**src/rtl/serial_add_ctrl_if.sv**
```systemverilog
// Handshake and data bundle for serial_add_ctrl.
// The sub select exists only when SERIAL_ADD_SUB_EN is defined.
interface serial_add_ctrl_if #(
  parameter int WIDTH = 8
);
  logic             start;
  logic [WIDTH-1:0] a;
  logic [WIDTH-1:0] b;
  logic             cin;
`ifdef SERIAL_ADD_SUB_EN
  logic             sub;
`endif
  logic             busy;
  logic             done;
  logic [WIDTH-1:0] sum;
  logic             cout;

`ifdef SERIAL_ADD_SUB_EN
  modport master (output start, a, b, cin, sub, input busy, done, sum, cout);
  modport slave  (input start, a, b, cin, sub, output busy, done, sum, cout);
`else
  modport master (output start, a, b, cin, input busy, done, sum, cout);
  modport slave  (input start, a, b, cin, output busy, done, sum, cout);
`endif
endinterface

```
**src/rtl/serial_add_ctrl.sv**
```systemverilog
// Bit-serial adder: one full-adder cell stepped LSB-first over WIDTH bits.
// Optional macro SERIAL_ADD_SUB_EN adds a sub select (a - b, cout = no borrow).
module serial_add_ctrl #(
  parameter int WIDTH = 8
) (
  input logic             clk,
  input logic             rst_n,
  serial_add_ctrl_if.slave bus
);
  localparam int            CW   = (WIDTH > 1) ? $clog2(WIDTH) : 1;
  localparam logic [CW-1:0] LAST = CW'(WIDTH - 1);

  typedef enum logic [1:0] {IDLE, RUN, DONE} state_t;

  state_t           r_state;
  logic [WIDTH-1:0] r_a_sr;
  logic [WIDTH-1:0] r_b_sr;
  logic [WIDTH-1:0] r_s_sr;
  logic [WIDTH-1:0] r_sum;
  logic             r_carry;
  logic             r_cout;
  logic [CW-1:0]    r_cnt;

  logic [WIDTH-1:0] w_b_load;
  logic             w_c_load;
  logic             w_bit;
  logic             w_c;

`ifdef SERIAL_ADD_SUB_EN
  // Subtraction is a + ~b + 1, so the forced carry-in replaces cin.
  assign w_b_load = bus.sub ? ~bus.b : bus.b;
  assign w_c_load = bus.sub | bus.cin;
`else
  assign w_b_load = bus.b;
  assign w_c_load = bus.cin;
`endif

  assign w_bit = r_a_sr[0] ^ r_b_sr[0] ^ r_carry;
  assign w_c   = (r_a_sr[0] & r_b_sr[0]) | (r_carry & (r_a_sr[0] ^ r_b_sr[0]));

  // NOTE: all state uses non-blocking assignment so every register samples
  // the pre-edge values of its neighbours, exactly like the hardware flops.
  always_ff @(posedge clk or negedge rst_n) begin
    if (!rst_n) begin
      // NOTE: the shift registers are plain flops, not a RAM, so resetting
      // them is cheap and keeps an abandoned operation from leaking state.
      r_state <= IDLE;
      r_a_sr  <= '0;
      r_b_sr  <= '0;
      r_s_sr  <= '0;
      r_sum   <= '0;
      r_carry <= 1'b0;
      r_cout  <= 1'b0;
      r_cnt   <= '0;
    end else begin
      case (r_state)
        IDLE, DONE: begin
          if (bus.start) begin
            r_a_sr  <= bus.a;
            r_b_sr  <= w_b_load;
            r_carry <= w_c_load;
            r_cnt   <= '0;
            r_state <= RUN;
          end else begin
            r_state <= IDLE;
          end
        end
        RUN: begin
          r_a_sr  <= r_a_sr >> 1;
          r_b_sr  <= r_b_sr >> 1;
          r_s_sr  <= {w_bit, r_s_sr[WIDTH-1:1]};
          r_carry <= w_c;
          if (r_cnt == LAST) begin
            // Publish the full result, final bit included, in one step.
            r_sum   <= {w_bit, r_s_sr[WIDTH-1:1]};
            r_cout  <= w_c;
            r_state <= DONE;
          end else begin
            r_cnt <= r_cnt + 1'b1;
          end
        end
        default: r_state <= IDLE;
      endcase
    end
  end

  assign bus.busy = (r_state == RUN);
  assign bus.done = (r_state == DONE);
  assign bus.sum  = r_sum;
  assign bus.cout = r_cout;
endmodule

```
**src/flat_wrapper.sv**
```systemverilog
// flat-port wrapper written by rule: the top's interface ports become plain ports
module serial_add_ctrl_flat 
#(
  parameter int WIDTH = 8
)
  (clk, rst_n, bus_start, bus_a, bus_b, bus_cin, bus_busy, bus_done, bus_sum, bus_cout);
  serial_add_ctrl_if #(.WIDTH(WIDTH)) bus_i ();
  input logic clk;
  input logic rst_n;
  input wire logic [$bits(bus_i.start)-1:0] bus_start;
  input wire logic [$bits(bus_i.a)-1:0] bus_a;
  input wire logic [$bits(bus_i.b)-1:0] bus_b;
  input wire logic [$bits(bus_i.cin)-1:0] bus_cin;
  output wire logic [$bits(bus_i.busy)-1:0] bus_busy;
  output wire logic [$bits(bus_i.done)-1:0] bus_done;
  output wire logic [$bits(bus_i.sum)-1:0] bus_sum;
  output wire logic [$bits(bus_i.cout)-1:0] bus_cout;
  assign bus_i.start = bus_start;
  assign bus_i.a = bus_a;
  assign bus_i.b = bus_b;
  assign bus_i.cin = bus_cin;
  assign bus_busy = bus_i.busy;
  assign bus_done = bus_i.done;
  assign bus_sum = bus_i.sum;
  assign bus_cout = bus_i.cout;
  serial_add_ctrl #(.WIDTH(WIDTH)) u_core (.clk(clk), .rst_n(rst_n), .bus(bus_i));
endmodule
```
**config.mk**
```make
export PLATFORM = sky130hd
export DESIGN_NAME = serial_add_ctrl_flat
export DESIGN_NICKNAME = d
export VERILOG_FILES = /design/src/rtl/serial_add_ctrl_if.sv /design/src/rtl/serial_add_ctrl.sv /design/src/flat_wrapper.sv
export SDC_FILE = /design/constraint.sdc
export NUM_CORES = 1
export LEC_CHECK = 0
export CORE_ASPECT_RATIO = 1.2
export CORE_MARGIN = 10
export CORE_UTILIZATION = 51
export DETAILED_ROUTE_END_ITERATION = 8
export PLACE_DENSITY = 0.79
export SYNTH_ARGS = -nofsm -noshare
export SYNTH_HDL_FRONTEND = slang
export SYNTH_SLANG_ARGS = --single-unit
```
**constraint.sdc**
```tcl
create_clock -name clk -period 2 [get_ports clk]
set_input_delay 0.4 -clock clk [delete_from_list [all_inputs] [get_ports clk]]
set_output_delay 0.4 -clock clk [all_outputs]
set_load 0.03 [all_outputs]
```
==> flow_metrics.py <==
metrics = {
    "floorplan": {
        "die_x_um": 73.2,
        "start_util_pct": 52.3,
        "core_sq_um": 3310,
        "ios": 31,
        "fp-row-count": 23,
        "die_h_um": 83.8,
        "die-area_sq_um": 6130,
    },
    "clock_network": {
        "clock_sinks": 38,
        "cts_setup_buffers": 0,
        "cts_tree": "built",
        "holdBufCountCts": 0,
        "clockBufferDepth": 2,
        "cts_resized": 0,
        "path_clk_slew_ns": 0.07,
        "cts-htree-levels": 2,
        "clock_latency_ns": 0.29,
        "root_buffer": "clkbuf_8",
        "cts-buffers-inserted": 5,
    },
    "synthesis": {
        "ys_async_sr_fraction_pct": 100,
        "ys_seq_area_share_pct": 55.0,
        "syn_nets": 179,
        "synth_top_area_share_pct": 55.0,
        "synth_common_cells": "38 x dfrtp_1, 28 x nand2_1, 13 x nor2_1",
        "ys_ff_latch": 38,
        "synthCells": 156,
        "synth_area_leaders": "dfrtp_1 55%, mux2_4 7.8%, nand2_1 6.1%",
        "synth.largest_area_cell": "dfrtp_1",
        "netlist_area_sq_um": 1730,
        "yosysWarnings": 0,
        "synth_flop_cell": "dfrtp_1",
        "syn-mean-instance-area_sq_um": 11.1,
        "synth_edf_count": 0,
        "yosysMostFrequentCell": "dfrtp_1",
        "synth.distinct_cells": 26,
    },
    "grt": {
        "gr-usage-all-layers_pct": 12.1,
        "grt_max_degree": 39,
        "grt_first_pass_wirelength_um": 6070,
        "antenna_found_initial": 0,
        "grt_pass1_vias": 1340,
        "overflow": 0,
    },
    "job": {
        "max_cap_violations": 0,
    },
    "power": {
        "p_leak_uw": 0.000963,
        "p_total_uw": 3350,
        "power_density_nw_per_um2": 1580,
        "irDropWorstVdd_uv": 1030,
    },
    "routing": {
        "avgRoutedWirePerCell_um": 15.5,
        "viasPerCell": 5.44,
        "highest_layer": "met4",
        "routed_wl_um": 3490,
        "dr_wl_met3_um": 191,
        "ant_nets": 0,
        "via_count": 1223,
        "m1WireLength_um": 1500,
        "drtPass1Iterations": 4,
        "dr_wl_met2_um": 1730,
        "drc_errors": 0,
        "drtIter0Drc": 105,
    },
    "critical_path": {
        "crit_type": "flop to primary output",
        "required_ns": 1.60,
        "start_kind": "flop",
        "crit_path_end_kind": "primary output",
        "path_max_fanout": 21,
        "crit_arrival_ns": 1.48,
    },
    "final_layout": {
        "drive_gt1_share_pct": 12.2,
        "nets": 211,
        "regArea_sq_um": 951,
        "multi_input_area_sq_um": 698,
        "antenna_cells": 0,
        "final_util_pct": 64.1,
        "nFillCells": 265,
        "area_growth_pct": 22.6,
    },
    "place": {
        "globalplace.congestion": 0.796,
        "hpwlAfterDp_um": 2570,
        "io_buffers": 30,
    },
    "timing": {
        "hold_violations": 0,
        "period_minus_slack_ns": 1.88,
        "finalSetupTns_ns": 0,
        "drv_slew": 0,
        "slew_headroom_pct": 69.1,
        "tightest_slew_ns": 0.463,
        "fmax_mhz": 533,
        "fin_skew_ns": 0.00617,
        "rsz0062_at_grt": "false",
        "period_share_pct": 93.9,
        "setup_viol": 0,
    },
    "min_path": {
        "hold_class": "flop to flop",
    },
    "outcome": {
        "status": "finished clean",
    },
}
-- power breakdown --
group	total, uW	switching [uW]	internal [uW]
combinational	1500	813	691
sequential	1360	234	1130
clock	484	244	240
-- kinds of logic (layout without fill, tap and decap cells) --
logic type	Yosys count	after routing	share of synthesized area, %
and+or+nand+nor	64	64	17.4
DFF	38	38	55.0
AOI/OAI and AO/OA	24	24	9.11
muxes	14	14	10.7
buffers and inverters	12	44	4.70
adders and majority gates	3	3	2.60
xor gates and xnor gates	1	1	0.506
-- through the flow --
| stage | setup slack, ns | hold slack [ns] | instances | instance area, sq um |
|---|---|---|---|---|
| CTS | 0.105 | 0.501 | 225 | 2120 |
| floorplan | 0.497 | 0.104 | 156 | 1730 |
| global route | 0.0392 | 0.524 | 225 | 2120 |
| global placement | 0.441 | 0.460 | 218 | 2050 |
| finish | 0.122 | 0.491 | 225 | 2120 |
| detailed placement | 0.381 | 0.483 | 218 | 2050 |
-- placed cells by master, fill, tap and decap left out --
cell,synthesis,layout
a21oi_1,4,4
mux2_4,9,9
fa_1,1,1
a22o_1,2,2
nand2_1,28,28
ha_1,2,2
dfrtp_1,38,38
a211oi_1,4,4
nand2b_4,1,1
clkdlybuf4s50_1,0,29
xor2_1,1,1
o21ai_0,1,1
clkbuf_1,2,2
nor2b_1,6,6
nand2_8,1,1
nor2_1,13,13
nor3_1,10,10
mux2i_1,5,5
inv_8,1,1
clkbuf_8,0,5
nand2b_1,1,1
a22oi_1,1,1
o211ai_1,2,2
buf_4,0,6
inv_1,1,1
o22ai_1,10,10
nand3_1,4,4
-- final cells by class --
type / instances / area share (%)
sequential: 38 / 44.8
inverter: 2 / 0.708
tap: 37 / 2.18
clock buffer: 7 / 3.60
multi-input combinational: 106 / 32.9
timing repair buffer: 35 / 15.8
-- registers in the layout, summed over array words and instances, names as in the netlist --
| signal | flops |
|---|---|
| u_core.r_b_sr | 8 |
| u_core.r_s_sr | 7 |
| u_core.r_carry | 1 |
| u_core.r_a_sr | 8 |
| u_core.r_cnt | 3 |
| u_core.bus.sum | 8 |
| u_core.r_state | 2 |
| u_core.bus.cout | 1 |
-- worst max-delay path, stage by stage, from the launching register on --
cell      delay [ns]
dfrtp_1         0.38
buf_4           0.17
nand2b_4        0.26
inv_8           0.19
buf_4           0.19
-- metal layers --
metal | up-vias | track usage (%)
li1 | 599 | -
met4 | 0 | 5.71
met2 | 28 | 19.0
met1 | 589 | 14.4
met3 | 7 | 3.45
met5 | - | 0
-- worst paths after layout --
kind / startpoint / endpoint / slack (ns) / cells after the start
min in group asynchronous: rst_n / u_core.r_cnt[1] / 0.54 / 2
worst min register to register: u_core.r_s_sr[1] / u_core.r_s_sr[1] / 0.49 / 2
worst max-delay path: u_core.r_state[1] / bus_busy / 0.12 / 4
max in group asynchronous: rst_n / u_core.r_b_sr[4] / 1.13 / 2
worst max register to register: u_core.r_cnt[0] / u_core.r_cnt[0] / 0.36 / 5
worst min-delay path: u_core.r_s_sr[1] / u_core.r_s_sr[1] / 0.49 / 2
Note: power is estimated with default switching activity, not from simulation.
